===== config.mk =====
export PLATFORM = sky130hd
export DESIGN_NAME = spi_slave_only_rx_single_cs
export DESIGN_NICKNAME = d
export VERILOG_FILES = /design/src/rtl/spi_slave_only_rx_single_cs.sv
export SDC_FILE = /design/constraint.sdc
export NUM_CORES = 1
export LEC_CHECK = 0
export CORE_ASPECT_RATIO = 0.8
export CORE_UTILIZATION = 46
export CTS_CLUSTER_DIAMETER = 60
export DETAILED_ROUTE_END_ITERATION = 10
export PLACE_DENSITY = 0.78
export SKIP_LAST_GASP = 1
export SLEW_MARGIN = 25
export SYNTH_ARGS = -nofsm -noshare
export SYNTH_HDL_FRONTEND = slang
export SYNTH_SLANG_ARGS = --single-unit

===== constraint.sdc =====
create_clock -name clk_i -period 1.1 [get_ports clk_i]
set_input_delay 0.165 -clock clk_i [delete_from_list [all_inputs] [get_ports clk_i]]
set_output_delay 0.165 -clock clk_i [all_outputs]
set_load 0.05 [all_outputs]

===== src/rtl/spi_slave_only_rx_single_cs.sv =====
// Receive-only mode-0 SPI slave, oversampled in the clk_i domain; MSB-first frames to a parallel word + strobe.
// Optional SPI_RX_FRAME_ERROR_EN adds frame_error_o / error_count_o for aborted partial frames.
module spi_slave_only_rx_single_cs #(
  parameter int DATA_WIDTH  = 8,
  parameter int SYNC_STAGES = 2
) (
  input  logic                  clk_i,
  input  logic                  rst_i,
  input  logic                  spi_clk_i,
  input  logic                  spi_mosi_i,
  input  logic                  spi_cs_i,
  output logic [DATA_WIDTH-1:0] data_o,
  output logic                  data_valid_strobe_o,
  output logic                  busy_o
`ifdef SPI_RX_FRAME_ERROR_EN
  ,
  output logic                  frame_error_o,
  output logic [7:0]            error_count_o
`endif
);

  localparam int CNT_W = $clog2(DATA_WIDTH + 1);
  localparam logic [CNT_W-1:0] CNT_LAST = CNT_W'(DATA_WIDTH - 1);

  typedef enum logic {
    IDLE  = 1'b0,
    SHIFT = 1'b1
  } state_t;

  logic [SYNC_STAGES-1:0] r_sclk_sync;
  logic [SYNC_STAGES-1:0] r_mosi_sync;
  logic [SYNC_STAGES-1:0] r_cs_sync;
  logic                   r_sclk_q;

  logic                   w_sclk_s;
  logic                   w_mosi_s;
  logic                   w_cs_s;
  logic                   w_rise;

  state_t                 r_state;
  state_t                 w_state_nxt;
  logic [CNT_W-1:0]       r_cnt;
  logic [DATA_WIDTH-1:0]  r_shift;
  logic [DATA_WIDTH-1:0]  r_data;
  logic                   r_strobe;

  logic                   w_shift_en;
  logic                   w_done;
  logic                   w_cnt_clr;
  logic                   w_abort;
  logic [DATA_WIDTH-1:0]  w_shift_nxt;

  // All three pins share one stage count so data stays aligned with its clock edge.
  always_ff @(posedge clk_i) begin
    if (rst_i) begin
      r_sclk_sync <= '0;
      r_mosi_sync <= '0;
      r_cs_sync   <= '1;
      r_sclk_q    <= 1'b0;
    end else begin
      r_sclk_sync <= {r_sclk_sync[SYNC_STAGES-2:0], spi_clk_i};
      r_mosi_sync <= {r_mosi_sync[SYNC_STAGES-2:0], spi_mosi_i};
      r_cs_sync   <= {r_cs_sync[SYNC_STAGES-2:0], spi_cs_i};
      r_sclk_q    <= w_sclk_s;
    end
  end

  assign w_sclk_s    = r_sclk_sync[SYNC_STAGES-1];
  assign w_mosi_s    = r_mosi_sync[SYNC_STAGES-1];
  assign w_cs_s      = r_cs_sync[SYNC_STAGES-1];
  assign w_rise      = w_sclk_s & ~r_sclk_q;
  assign w_shift_nxt = {r_shift[DATA_WIDTH-2:0], w_mosi_s};

  always_ff @(posedge clk_i) begin
    if (rst_i) begin
      r_state <= IDLE;
    end else begin
      r_state <= w_state_nxt;
    end
  end

  // CS deassert wins over a coincident rise, so that rise never reaches the shifter.
  always_comb begin
    w_state_nxt = r_state;
    w_shift_en  = 1'b0;
    w_done      = 1'b0;
    w_cnt_clr   = 1'b0;
    w_abort     = 1'b0;
    case (r_state)
      IDLE: begin
        w_cnt_clr = 1'b1;
        if (!w_cs_s) begin
          w_state_nxt = SHIFT;
        end
      end
      SHIFT: begin
        if (w_cs_s) begin
          w_state_nxt = IDLE;
          w_cnt_clr   = 1'b1;
          w_abort     = (r_cnt != '0);
        end else if (w_rise) begin
          w_shift_en = 1'b1;
          w_done     = (r_cnt == CNT_LAST);
        end
      end
      default: begin
        w_state_nxt = IDLE;
        w_cnt_clr   = 1'b1;
      end
    endcase
  end

  always_ff @(posedge clk_i) begin
    if (rst_i) begin
      r_cnt    <= '0;
      r_shift  <= '0;
      r_data   <= '0;
      r_strobe <= 1'b0;
    end else begin
      r_strobe <= 1'b0;
      if (w_cnt_clr) begin
        r_cnt <= '0;
      end else if (w_shift_en) begin
        r_cnt <= w_done ? '0 : r_cnt + 1'b1;
      end
      if (w_shift_en) begin
        r_shift <= w_shift_nxt;
      end
      if (w_done) begin
        r_data   <= w_shift_nxt;
        r_strobe <= 1'b1;
      end
    end
  end

  assign data_o              = r_data;
  assign data_valid_strobe_o = r_strobe;
  assign busy_o              = (r_state == SHIFT) && (r_cnt != '0);

`ifdef SPI_RX_FRAME_ERROR_EN
  logic       r_frame_error;
  logic [7:0] r_error_count;

  always_ff @(posedge clk_i) begin
    if (rst_i) begin
      r_frame_error <= 1'b0;
      r_error_count <= '0;
    end else begin
      r_frame_error <= w_abort;
      if (w_abort && (r_error_count != 8'hFF)) begin
        r_error_count <= r_error_count + 8'd1;
      end
    end
  end

  assign frame_error_o = r_frame_error;
  assign error_count_o = r_error_count;
`else
  logic w_abort_unused;
  assign w_abort_unused = w_abort;
`endif

endmodule


==> results.sh <==
export IMPL_status="finished, violations left"
export IMPL_failed_checks="setup timing"
export IMPL_power_static_leakage_nw=0.6251
export IMPL_design_portCount=15
export IMPL_pwr_share_seq=0.581
export IMPL_numPortBuffers=14
export IMPL_worstSkewPairLatency_ns=0.34
export IMPL_async_flop_share=0
export IMPL_totalPowerFinal_mw=1.773
export IMPL_largest_net_degree_at_the_start_of_global_routing=18
export IMPL_p_switching_mw=0.3547
export IMPL_die_area_um2=2436
export IMPL_synth_top_flop_cell="dfxtp_1"
export IMPL_postCtsHoldBufs=0
export IMPL_timing_critical_path_cells="inv_2 -> ha_4 -> a21boi_4 -> buf_12"
export IMPL_post_route_util=0.8672
export IMPL_whs_ns=0.3546
export IMPL_power_combinational_fraction=0.029
export IMPL_grt_setup_unrepaired="true"
export IMPL_commonest_non_fill_non_tap_cells_in_the_layout="dfxtp_1 (15), a21oi_2 (13), buf_12 (12)"
export IMPL_finalHoldViolations=0
export IMPL_ys_seq_area_frac=0.5437
export IMPL_fin_nets=145
export IMPL_fmax_mhz=718.7
export IMPL_cp_buffers_inverters=2
export IMPL_num_vias=928
export IMPL_mostFrequentLayoutCell="dfxtp_1"
export IMPL_worst_slack_ns=-0.2914
export IMPL_h_tree_depth=1
export IMPL_cts_made_buffers=3
export IMPL_drv_slew=0
export IMPL_slowest_stage_cell_on_the_critical_path="dfxtp_4"
export IMPL_total_core_area_um2=1997
export IMPL_critPathMaxStageDelay_ns=0.39
export IMPL_critPathMaxFanout=2
export IMPL_r2r_start="r_cnt[1]$_SDFFE_PP0P_"
export IMPL_ir_worst_vdd_mv=1.513
export IMPL_crit_path_start_kind="flip-flop"
export IMPL_detailedRoute_firstIterationViolations=19
export IMPL_routedWlPerCell_um=18.17
export IMPL_syn2layout_area_growth_pct=67.96
export IMPL_layout_drive_gt1_share=0.6204
export IMPL_fp_dieH_um=44.35
export IMPL_min_period_ns=1.391
export IMPL_n_antenna_cell=0
export IMPL_filler_cell_count=94
export IMPL_grt_overflow_total=0
export IMPL_power_share_switching=0.2001
export IMPL_place_inst=153
export IMPL_vias_in_the_first_global_route=824
export IMPL_timing_clock_skew_ns=0.006446
export IMPL_cp_top_family="flip-flops"
export IMPL_wl_mm=2.926
export IMPL_max_slew_margin_rel=0.8341
export IMPL_netlist_cell_type_count=22
export IMPL_gate_count_post_synth=115
export IMPL_synth_seq_cells=28
export IMPL_grt_pass1_wl_mm=3.698
export IMPL_clock_tree_from_tritoncts="built"
export IMPL_ys_warnings=0
export IMPL_clkTransAtPathRegs_ns=0.15
export IMPL_antenna_found_initial=0
export IMPL_die_x_um=54.93
export IMPL_synthesis_area_per_instance_um2=8.965
export IMPL_gpl_final_weighted_congestion=0.7610
export IMPL_clock_sinks=28
export IMPL_drc_violations_left=0
export IMPL_drt_pass1_iterations=4
export IMPL_min_period_over_period=1.265
export IMPL_cts_root_buf="clkbuf_4"
export IMPL_power_density_nw_per_um2=1024
export IMPL_worstSetupEndpointType="output pin"
export IMPL_synth_edf_count=0
export IMPL_floorplan_initialDensity=0.5163
export IMPL_std_cell_rows=14
export IMPL_finalNonFillerCells=161
export IMPL_clock_tree_buffer_depth=2
export IMPL_worstMarginPinSlew_ns=0.2488
export IMPL_power_share_clock=0.390
export IMPL_syn_nets=122
export IMPL_grtUsageTotal=0.2229
export IMPL_pre_cts_slack_ns=-0.1258
export IMPL_path_class="reg2out"
export IMPL_critical_path_origin="r_cnt[1]$_SDFFE_PP0P_"
export IMPL_maxCapViolCount=0
export IMPL_hp_class="in2reg"
export IMPL_crit_path_required_time_ns=0.94
export IMPL_final_setup_violating_endpoints=21
export IMPL_ant_nets=0
export IMPL_critical_path_arrival_ns=1.23
export IMPL_vias_per_cell=5.764
export IMPL_min_from="spi_clk_i"
export IMPL_synth_area_um2=1031
export IMPL_dpl_hpwl_mm=1.463
export IMPL_cell_internal_pwr_mw=1.418
==> cell type report <==
cell class / instances / area (um2) / area share
well taps: 24 / 30.03 / 0.01734
repair buffers: 26 / 397.9 / 0.2298
multi-input cells: 76 / 655.6 / 0.3786
clock buffers: 3 / 22.52 / 0.01301
inverters: 3 / 11.26 / 0.006503
clock inverters: 1 / 30.03 / 0.01734
flip-flops and latches: 28 / 584.3 / 0.3374
==> synth_stat cells, types with 2 or more instances <==
master     n  share of area
clkbuf_1   5          0.018
ha_1       2          0.024
nor2_1     2         0.0073
o21ai_0    3          0.015
nor2b_1    5          0.030
or2_2      2          0.012
a21oi_1   19          0.092
nand2_1   17          0.062
inv_1      3          0.011
o21ai_1    7          0.034
dfxtp_1   28           0.54
buf_2      2         0.0097
nand3_1   11          0.053
==> kinds of logic (layout without fill, tap and decap cells) <==
family,after synthesis,count (layout),share of synthesized area
buffers and inverters,11,33,0.04612
and+or+nand+nor,44,44,0.2379
AOI/OAI and AO/OA,30,30,0.1481
adders and majority gates,2,2,0.02427
DFF,28,28,0.5437
==> power groups by stage <==
stage               clock network (mW)  logic (mW)  registers, mW
finish                           0.692      0.0512           1.03
global route                     0.740      0.0564           1.03
detailed placement                   0      0.0447           1.06
global placement                     0      0.0432           1.05
CTS                              0.690      0.0466           1.03
floorplan                            0      0.0208           1.05
==> stage by stage <==
| stage | cell area, um2 | TNS [ns] |
|---|---|---|
| after global routing | 1732 | -3.760 |
| after detailed placement | 1365 | -1.847 |
| after floorplan | 1065 | -0.08982 |
| final | 1732 | -2.961 |
| after global placement | 1365 | -1.131 |
| after CTS | 1536 | -1.951 |
==> routing by layer <==
metal,up-vias,track usage,wire length (um)
li1,438,-,-
met5,-,0,0
met2,24,0.3807,1504
met4,0,0.04500,29
met3,4,0.08591,113
met1,462,0.2645,1278
==> timing repair <==
action	4_1_cts	5_1_grt
gates cloned	0	2
buffers inserted	3	0
pin swaps	13	13
gates resized for setup	26	43
setup endpoints to repair	19	27
==> state kept, by name, indices dropped and copies added, names as in the netlist <==
name / flops
data_o: 8
r_shift: 7
r_cnt: 4
r_cs_sync: 2
r_mosi_sync: 2
r_sclk_sync: 2
data_valid_strobe_o: 1
r_sclk_q: 1
r_state: 1
==> final timing paths <==
path | slack, ns | endpoint | cells past startpoint
setup / recovery | -0.29 | busy_o | 4
hold / removal | 0.35 | r_sclk_sync[0]$_SDFF_PP0_ | 2
setup reg to reg | -0.24 | r_cnt[0]$_SDFFE_PP0P_ | 6
hold reg to reg | 0.43 | r_state$_SDFF_PP0_ | 1
(Power assumes the default switching activity.)
